<file path="src/rtl/uart_dbg_master.sv">
// UART debug bridge: receives W/R commands over an 8N1 serial line, runs one 32-bit bus access and answers.
// Optional CPU-hold commands ('H'/'G') are compiled in with UART_DBG_MASTER_HOLD_EN.
module uart_dbg_master #(
  parameter int CLK_DIV     = 104,
  parameter int BUS_TIMEOUT = 255
) (
  input  logic        clk,
  input  logic        rst,
  input  logic        ser_rx,
  output logic        ser_tx,
  output logic        mem_valid,
  input  logic        mem_ready,
  output logic [31:0] mem_addr,
  output logic [31:0] mem_wdata,
  output logic [3:0]  mem_wstrb,
  input  logic [31:0] mem_rdata,
  output logic        cpu_hold
);

  localparam int CW = $clog2(CLK_DIV + 1);
  localparam int TW = $clog2(BUS_TIMEOUT + 1);
  localparam logic [CW-1:0] BIT_END  = CW'(CLK_DIV - 1);
  localparam logic [CW-1:0] HALF_END = CW'(CLK_DIV / 2 - 1);
  localparam logic [TW-1:0] TO_END   = TW'(BUS_TIMEOUT - 1);

  localparam logic [1:0] RX_IDLE  = 2'd0;
  localparam logic [1:0] RX_START = 2'd1;
  localparam logic [1:0] RX_DATA  = 2'd2;
  localparam logic [1:0] RX_STOP  = 2'd3;

  localparam logic [2:0] S_IDLE  = 3'd0;
  localparam logic [2:0] S_ADDR  = 3'd1;
  localparam logic [2:0] S_WDATA = 3'd2;
  localparam logic [2:0] S_BUS   = 3'd3;
  localparam logic [2:0] S_RESP  = 3'd4;

  logic          rx_s1_q, rx_s2_q, rx_prev_q;
  logic [1:0]    rx_st_q;
  logic [CW-1:0] rx_cnt_q;
  logic [2:0]    rx_bit_q;
  logic [7:0]    rx_sh_q;
  logic          rx_valid_q;

  logic [9:0]    tx_sh_q;
  logic          tx_busy_q;
  logic [CW-1:0] tx_cnt_q;
  logic [3:0]    tx_bit_q;
  logic          tx_start_s;
  logic [7:0]    tx_byte_s;

  logic [2:0]    state_q, state_d;
  logic          op_w_q, op_w_d;
  logic [1:0]    cnt_q, cnt_d;
  logic [31:0]   addr_q, addr_d;
  logic [31:0]   wdata_q, wdata_d;
  logic          valid_q, valid_d;
  logic [3:0]    wstrb_q, wstrb_d;
  logic [TW-1:0] tcnt_q, tcnt_d;
  logic [31:0]   resp_q, resp_d;
  logic [2:0]    left_q, left_d;
`ifdef UART_DBG_MASTER_HOLD_EN
  logic          hold_q, hold_d;
`endif

  // Receiver: two-flop synchroniser, start confirmed at half-bit, bits sampled at centres.
  always_ff @(posedge clk) begin
    if (rst) begin
      rx_s1_q    <= 1'b1;
      rx_s2_q    <= 1'b1;
      rx_prev_q  <= 1'b1;
      rx_st_q    <= RX_IDLE;
      rx_cnt_q   <= '0;
      rx_bit_q   <= 3'd0;
      rx_sh_q    <= 8'h00;
      rx_valid_q <= 1'b0;
    end else begin
      rx_s1_q    <= ser_rx;
      rx_s2_q    <= rx_s1_q;
      rx_prev_q  <= rx_s2_q;
      rx_valid_q <= 1'b0;
      case (rx_st_q)
        RX_IDLE: begin
          rx_cnt_q <= '0;
          if (rx_prev_q && !rx_s2_q) rx_st_q <= RX_START;
        end
        RX_START: begin
          if (rx_cnt_q == HALF_END) begin
            rx_cnt_q <= '0;
            rx_bit_q <= 3'd0;
            rx_st_q  <= rx_s2_q ? RX_IDLE : RX_DATA;
          end else begin
            rx_cnt_q <= rx_cnt_q + CW'(1'b1);
          end
        end
        RX_DATA: begin
          if (rx_cnt_q == BIT_END) begin
            rx_cnt_q <= '0;
            rx_sh_q  <= {rx_s2_q, rx_sh_q[7:1]};
            rx_bit_q <= rx_bit_q + 3'd1;
            if (rx_bit_q == 3'd7) rx_st_q <= RX_STOP;
          end else begin
            rx_cnt_q <= rx_cnt_q + CW'(1'b1);
          end
        end
        RX_STOP: begin
          if (rx_cnt_q == BIT_END) begin
            rx_cnt_q   <= '0;
            rx_valid_q <= rx_s2_q;
            rx_st_q    <= RX_IDLE;
          end else begin
            rx_cnt_q <= rx_cnt_q + CW'(1'b1);
          end
        end
        default: rx_st_q <= RX_IDLE;
      endcase
    end
  end

  // Transmitter: the line is bit 0 of a frame shifter that refills with idle ones.
  always_ff @(posedge clk) begin
    if (rst) begin
      tx_sh_q   <= 10'h3FF;
      tx_busy_q <= 1'b0;
      tx_cnt_q  <= '0;
      tx_bit_q  <= 4'd0;
    end else if (!tx_busy_q) begin
      if (tx_start_s) begin
        tx_sh_q   <= {1'b1, tx_byte_s, 1'b0};
        tx_busy_q <= 1'b1;
        tx_cnt_q  <= '0;
        tx_bit_q  <= 4'd0;
      end
    end else if (tx_cnt_q == BIT_END) begin
      tx_cnt_q <= '0;
      tx_sh_q  <= {1'b1, tx_sh_q[9:1]};
      if (tx_bit_q == 4'd9) tx_busy_q <= 1'b0;
      else                  tx_bit_q  <= tx_bit_q + 4'd1;
    end else begin
      tx_cnt_q <= tx_cnt_q + CW'(1'b1);
    end
  end

  assign tx_byte_s = resp_q[7:0];

  // Command sequencer next-state logic.
  always_comb begin
    state_d    = state_q;
    op_w_d     = op_w_q;
    cnt_d      = cnt_q;
    addr_d     = addr_q;
    wdata_d    = wdata_q;
    valid_d    = valid_q;
    wstrb_d    = wstrb_q;
    tcnt_d     = tcnt_q;
    resp_d     = resp_q;
    left_d     = left_q;
    tx_start_s = 1'b0;
`ifdef UART_DBG_MASTER_HOLD_EN
    hold_d     = hold_q;
`endif
    case (state_q)
      S_IDLE: begin
        cnt_d = 2'd0;
        if (rx_valid_q) begin
          if (rx_sh_q == 8'h57) begin
            op_w_d  = 1'b1;
            state_d = S_ADDR;
          end else if (rx_sh_q == 8'h52) begin
            op_w_d  = 1'b0;
            state_d = S_ADDR;
          end
`ifdef UART_DBG_MASTER_HOLD_EN
          else if (rx_sh_q == 8'h48 || rx_sh_q == 8'h47) begin
            hold_d  = (rx_sh_q == 8'h48);
            resp_d  = 32'h0000_004B;
            left_d  = 3'd1;
            state_d = S_RESP;
          end
`endif
          else begin
            state_d = S_IDLE;
          end
        end else begin
          state_d = S_IDLE;
        end
      end
      S_ADDR: begin
        if (rx_valid_q) begin
          addr_d = {rx_sh_q, addr_q[31:8]};
          cnt_d  = cnt_q + 2'd1;
          if (cnt_q == 2'd3) begin
            if (op_w_q) begin
              state_d = S_WDATA;
            end else begin
              state_d = S_BUS;
              valid_d = 1'b1;
              wstrb_d = 4'h0;
              tcnt_d  = '0;
            end
          end else begin
            state_d = S_ADDR;
          end
        end else begin
          state_d = S_ADDR;
        end
      end
      S_WDATA: begin
        if (rx_valid_q) begin
          wdata_d = {rx_sh_q, wdata_q[31:8]};
          cnt_d   = cnt_q + 2'd1;
          if (cnt_q == 2'd3) begin
            state_d = S_BUS;
            valid_d = 1'b1;
            wstrb_d = 4'hF;
            tcnt_d  = '0;
          end else begin
            state_d = S_WDATA;
          end
        end else begin
          state_d = S_WDATA;
        end
      end
      S_BUS: begin
        if (mem_ready) begin
          valid_d = 1'b0;
          wstrb_d = 4'h0;
          resp_d  = op_w_q ? 32'h0000_004B : mem_rdata;
          left_d  = op_w_q ? 3'd1 : 3'd4;
          state_d = S_RESP;
        end else if (tcnt_q == TO_END) begin
          valid_d = 1'b0;
          wstrb_d = 4'h0;
          resp_d  = 32'h0000_0045;
          left_d  = 3'd1;
          state_d = S_RESP;
        end else begin
          tcnt_d  = tcnt_q + TW'(1'b1);
        end
      end
      S_RESP: begin
        if (left_q == 3'd0) begin
          state_d = S_IDLE;
        end else if (!tx_busy_q) begin
          tx_start_s = 1'b1;
          resp_d     = {8'h00, resp_q[31:8]};
          left_d     = left_q - 3'd1;
        end else begin
          state_d = S_RESP;
        end
      end
      default: state_d = S_IDLE;
    endcase
  end

  // Command sequencer state and registered bus outputs.
  always_ff @(posedge clk) begin
    if (rst) begin
      state_q <= S_IDLE;
      op_w_q  <= 1'b0;
      cnt_q   <= 2'd0;
      addr_q  <= 32'h0000_0000;
      wdata_q <= 32'h0000_0000;
      valid_q <= 1'b0;
      wstrb_q <= 4'h0;
      tcnt_q  <= '0;
      resp_q  <= 32'h0000_0000;
      left_q  <= 3'd0;
    end else begin
      state_q <= state_d;
      op_w_q  <= op_w_d;
      cnt_q   <= cnt_d;
      addr_q  <= addr_d;
      wdata_q <= wdata_d;
      valid_q <= valid_d;
      wstrb_q <= wstrb_d;
      tcnt_q  <= tcnt_d;
      resp_q  <= resp_d;
      left_q  <= left_d;
    end
  end

`ifdef UART_DBG_MASTER_HOLD_EN
  // CPU hold flag.
  always_ff @(posedge clk) begin
    if (rst) hold_q <= 1'b0;
    else     hold_q <= hold_d;
  end
  assign cpu_hold = hold_q;
`else
  assign cpu_hold = 1'b0;
`endif

  assign ser_tx    = tx_sh_q[0];
  assign mem_valid = valid_q;
  assign mem_addr  = addr_q & 32'hFFFF_FFFC;
  assign mem_wdata = wdata_q;
  assign mem_wstrb = wstrb_q;

endmodule

</file>
<file path="config.mk">
export PLATFORM = sky130hd
export DESIGN_NAME = uart_dbg_master
export DESIGN_NICKNAME = d
export VERILOG_FILES = /design/src/rtl/uart_dbg_master.sv
export SDC_FILE = /design/constraint.sdc
export NUM_CORES = 1
export LEC_CHECK = 0
export ABC_CLOCK_PERIOD_IN_PS = 2000
export CAP_MARGIN = 20
export CORE_MARGIN = 2
export CORE_UTILIZATION = 45
export CTS_CLUSTER_DIAMETER = 120
export DETAILED_ROUTE_END_ITERATION = 10
export PLACE_DENSITY = 0.79
export SETUP_SLACK_MARGIN = 0.1
export SLEW_MARGIN = 20
export SYNTH_ARGS = -nofsm -noshare
export SYNTH_HDL_FRONTEND = slang
export SYNTH_SLANG_ARGS = --single-unit
</file>
<file path="constraint.sdc">
create_clock -name clk -period 2 [get_ports clk]
set_clock_uncertainty 0.15 [all_clocks]
set_input_delay 0.3 -clock clk [delete_from_list [all_inputs] [get_ports clk]]
set_output_delay 0.3 -clock clk [all_outputs]
set_load 0.01 [all_outputs]
</file>
After elaboration in Yosys (flattened, before gate mapping)
Cells that the tools add are included.

storage, ports and cells
  register bits = 164
  bits of input ports = 36
  output and inout bits = 71
  logic and storage cells = 176

operators by class
  add/sub/neg operators = 7
  equality and inequality tests = 35
  muxes and demuxes = 83
  bitwise logic cells = 2
  reduce and logical (&&, ||, !) cells = 27

operators by type and width
  cell                                                                    number
  32-bit 2-to-1 mux                                                       5
  32-bit case mux with 2 select lines                                     1
  8-bit 2-to-1 mux                                                        7
  3-bit 2-to-1 mux                                                        15
  4-bit 2-to-1 mux                                                        11
  7-bit 2-to-1 mux                                                        5
  10-bit 2-to-1 mux                                                       3
  2-bit != test (second input constant)                                   15
  8-bit case mux with 3 select lines                                      1
  7-bit case mux with 3 select lines                                      1
  1-bit 2-to-1 mux                                                        20
  8-bit by 7-bit equality test with 1-bit output (second input constant)  2
  3-bit case mux with 5 select lines                                      1
  7-bit by 1-bit adder with 7-bit output (second input constant)          2
  7-bit equality test (second input constant)                             2
  2-bit 2-to-1 mux                                                        7
  3-bit case mux with 2 select lines                                      2
  4-bit case mux with 3 select lines                                      1
  2-bit AND reduction                                                     6
  2-bit nonzero test                                                      5
  3-bit AND reduction                                                     3
  8-bit by 1-bit adder with 8-bit output (second input constant)          1
  8-bit equality test (second input constant)                             1
  2-bit case mux with 4 select lines                                      1
  other kinds (27)                                                        36

Depth between registers and ports, before layout
  depth in word-level cells = 5
  gate-level depth with buffers = 7
  mapped depth without buffers = 6

Worst setup path before layout
Ideal clock, no wire load.

  path kind = register -> register
  from = register tcnt_q[0]
  to = register resp_q[24]
  setup time = 0.116 ns
  arrival = 1.579 ns
  data required time = 1.734 ns
  slack = 0.154 ns
  cell stages (with the launch flop) = 8
  buffers on the path = 1
  clock period less this slack = 1.846 ns
  cell sequence = dfxtp_1 inv_1 ha_1 and3_1 a21boi_1 nor3_1 buf_2 a41o_1

between the ends
  word-level cells in the longest chain between the ends = 3

RTL lines
  element                               line  text
  from (decl)                           58    logic [TW-1:0] tcnt_q, tcnt_d;
  from (signal assigned)                276   tcnt_q <= tcnt_d;
  8-bit equality test                   230   end else if (tcnt_q == TO_END) begin
  3-bit != test (no source line)        -
  4-bit AND reduction (no source line)  -
  to (signal assigned)                  277   resp_q <= resp_d;
  to (decl)                             59    logic [31:0] resp_q, resp_d;

Every way passes these cells.
A chain may end at the register's enable or synchronous reset.

Final worst setup path
  from = register state_q[2]
  to = register resp_q[20]

between the ends
  word-level cells in the longest chain between the ends = 3
  elaborated cells between the ends (all ways) = 8
  those cells by class = eq/ne (5); mux (1); reduce/logical (2)

RTL lines
  element                                                                                       line  text
  from (decl)                                                                                   51    logic [2:0] state_q, state_d;
  from (signal assigned)                                                                        269   state_q <= state_d;
  3-bit by 2-bit equality test with 1-bit output / 3-bit equality test (equally long branches)  161   case (state_q)
  3-bit != test (no source line), or another cell as far along                                  -
  4-bit AND reduction (no source line)                                                          -

Several ways; a longest one is shown, not always the timed one.

==> results.md <==
- Vias: 6215
- First-pass GRT wire length: 27.9 mm
- Initial antenna violation count: 0
- Setup violations, final: 0
- Non-filler cells, final: 1100
- Die X: 127 um
- Routed vias/inst: 5.65
- Worst r2r src: state_q[2]
- Post-synthesis sequential area ratio: 46.5%
- RePlAce Congestion: 0.828
- DR pass1 iterations: 5
- Crit Path Max Fanout: 7
- Clock latency on the worst-skew pair: 0.44 ns
- Asr flop ratio synth: 0%
- # hold bufs at CTS: 0
- DR iter-0 viols: 401
- Leading area contributor after synthesis: dfxtp_1
- Ports: 107
- Met2 WL: 8.41 mm
- Clk buf depth: 2
- Placed cells: 1061
- Pwr Total: 6.76 mW
- Routed Antenna Nets: 0
- Synth top area cells: dfxtp_1 (46%), nand2_1 (8.2%), a21oi_1 (6.3%)
- Largest net degree at the start of global routing: 98
- Synth Instances: 794
- Vias in the first global route: 5774
- Fmax: 525 MHz
- Required @ worst endpoint: 2.19 ns
- Reg2reg path depth: 8
- GRT Util Overall: 20.8%
- R2R setup slack: 0.1 ns
- Critical path data arrival time: 2.10 ns
- Yosys cell types: 58
- Synthesis-to-layout area growth: 33.6%
- CTS tree: built
- Synth Area per Inst: 8.57 um^2
- FF-to-FF End: resp_q[20]
- DP HPWL: 10.6 mm
- Grt total ovfl: 0
- Compound-Gate Fraction of Synth Area: 21.8%
- Max Slew Vio Count: 0
- CTS Buf Count: 17
- Most common cell after layout, fill and taps aside: dfxtp_1
- Status: finished, final reports clean
- Synth Flop Type: dfxtp_1
- Minimum clock period: 1.90 ns
- Routed WL: 17.1 mm
- CP endpoint: resp_q[20]
- Initial Util: 46.5%
- Most frequent cells in the layout: dfxtp_1 (153), nand2_1 (148), clkdlybuf4s50_1 (102)
- Mux contribution to synthesized area: 2.79%
- Number of clock sinks: 158
- Clk slew on worst S/H paths: 0.07 ns
- CP Launch Type: register
- RSZ-0062 raised after global routing: true
- Setup Crit Path Kind: reg2reg
- Final Util: 62.1%
- Number of synthesized flops with an enable pin: 0
- PD cells: 743 mW/mm^2
- Worst hold-check path type: in2reg
- Syn Std Cell Area: 0.00681 mm^2
- Fin crit share: 95.2%
- CTS HTree Levels: 4
- Synthesized-area fraction occupied by xor and xnor cells: 0.901%
- M1 WL: 7.59 mm
- Largest family of logic cells by synthesized area: compound AO/OA/AOI/OAI gates
- Die area: 0.0161 mm^2
- Post-Synth Adder-Cell Area: 2.02%
- Share of layout cells above drive strength 1: 14.6%
- Crit path launch: state_q[2]
- Synth warn: 0
- Final nets: 950
- Max_cap viols: 0
- Post-Synth Simple-Gate Area: 20.4%
- Yosys top cell area share: 46.5%
- Post-route DRC: 0
- FP Rows: 44
- Critical path endpoint category: register
- WL met3: 766 um
- ANT cells: 0
- VDD IR max: 0.626 mV
- DR top layer: met4
- Yosys reg bits: 158
- Leakage Power: 3.24 nW
- Chip height: 127 um
- Fin. Hold Viols: 0
- Core Box Area: 0.0146 mm^2
- Root buffer cell: clkbuf_16
- Port bufs: 103
- WL per Instance: 15.5 um
-- how the worst min path moves through the flow --
stage,start,to,slack (ns),depth (start not counted)
finish,rst,tx_sh_q[3],0.10,3
global route,rst,tx_sh_q[3],0.10,3
CTS,rst,tx_sh_q[1],0.1,3
detailed placement,rx_s1_q,rx_s2_q,0.25,1
global placement,rx_s1_q,rx_s2_q,0.24,1
floorplan,rx_s1_q,rx_s2_q,0.24,1
-- per-stage QoR --
stage / hold WS (ns) / setup WS, ns / TNS, ns / instance area [um^2]
finish: 0.105 / 0.0969 / 0 / 9090
CTS: 0.0959 / 0.0817 / 0 / 8900
floorplan: 0.239 / 0.154 / 0 / 6810
global placement: 0.241 / -0.174 / -5.36 / 8210
global route: 0.103 / 0.0550 / 0 / 9090
detailed placement: 0.249 / -0.192 / -6.15 / 8210
-- synthesized netlist by cell type (all sizes together) (2+ instances only) --
cell type and number:
mux2i 19, clkbuf 39, and3 6, a221oi 8
a41o 8, o221ai 2, dfxtp 158, a31oi 25
nand3b 6, nor3b 6, xnor2 2, or3 4
a21boi 3, a311oi 4, and2 6, o21ai 19
a211oi 23, o31ai 3, nand3 23, ha 11
nand2b 3, nor3 18, a22oi 20, o211ai 7
or2 5, nor2b 17, nor2 31, inv 10
nand2 148, buf 31, xor2 5, a41oi 2
and4bb 3, o311a 8, nand4 10, a21oi 86
clkinv 2
-- area by class of cell --
cell class	instances	area, um^2
clock buffer	17	425
clock inverter	15	203
fill	1202	5550
inverter	12	46.3
multi-input combinational	556	3410
sequential	158	3170
tap	184	230
timing repair buffer	158	1610
-- kinds of logic (layout without fill, tap and decap cells) --
kind of cell               after synthesis  count (layout)
and+or+nand+nor                        291             291
AOI/OAI and AO/OA                      225             225
DFF                                    158             158
buffers and inverters                   82             202
muxes                                   19              19
adders and majority gates               11              11
xor gates and xnor gates                 7               7
other                                    1               3
-- report_power, final --
group	leakage (nW)	internal, mW	switching (mW)
clock network	0.302	1.91	1.49
logic	1.67	0.0958	0.105
registers	1.28	3.15	0.00320
total	3.24	5.16	1.60
-- flip-flops by register name, summed over array words and instances, names as in the netlist, 2 cells and up, named ones only --
| register | flops |
|---|---|
| cnt_q | 2 |
| rx_cnt_q | 7 |
| left_q | 3 |
| tx_sh_q | 9 |
| rx_bit_q | 3 |
| tx_cnt_q | 7 |
| rx_sh_q | 8 |
| state_q | 3 |
| tcnt_q | 8 |
| resp_q | 32 |
| mem_wdata | 32 |
| tx_bit_q | 4 |
| addr_q | 30 |
-- critical path, cell delays in order (launching register included) --
cell and delay (ns):
dfxtp_4 0.37, buf_6 0.12, and4bb_2 0.30, a21boi_4 0.20, buf_6 0.12, nor3_4 0.04, buf_6 0.14, clkbuf_16 0.16
a211oi_1 0.22
-- repair_timing --
action | 4_1_cts | 5_1_grt
gates cloned | 1 | 2
endpoints found under the setup margin | 36 | 96
buffers inserted | 2 | 3
resized for setup | 7 | 41
pin swaps | 2 | 10
-- metal layers --
metal | GRT usage (%) | up-vias
met5 | 0 | -
met4 | 7.89 | 0
met3 | 5.03 | 29
met2 | 34.2 | 142
met1 | 26.8 | 2990
li1 | - | 3054
Power figures use the tool's default switching activity.
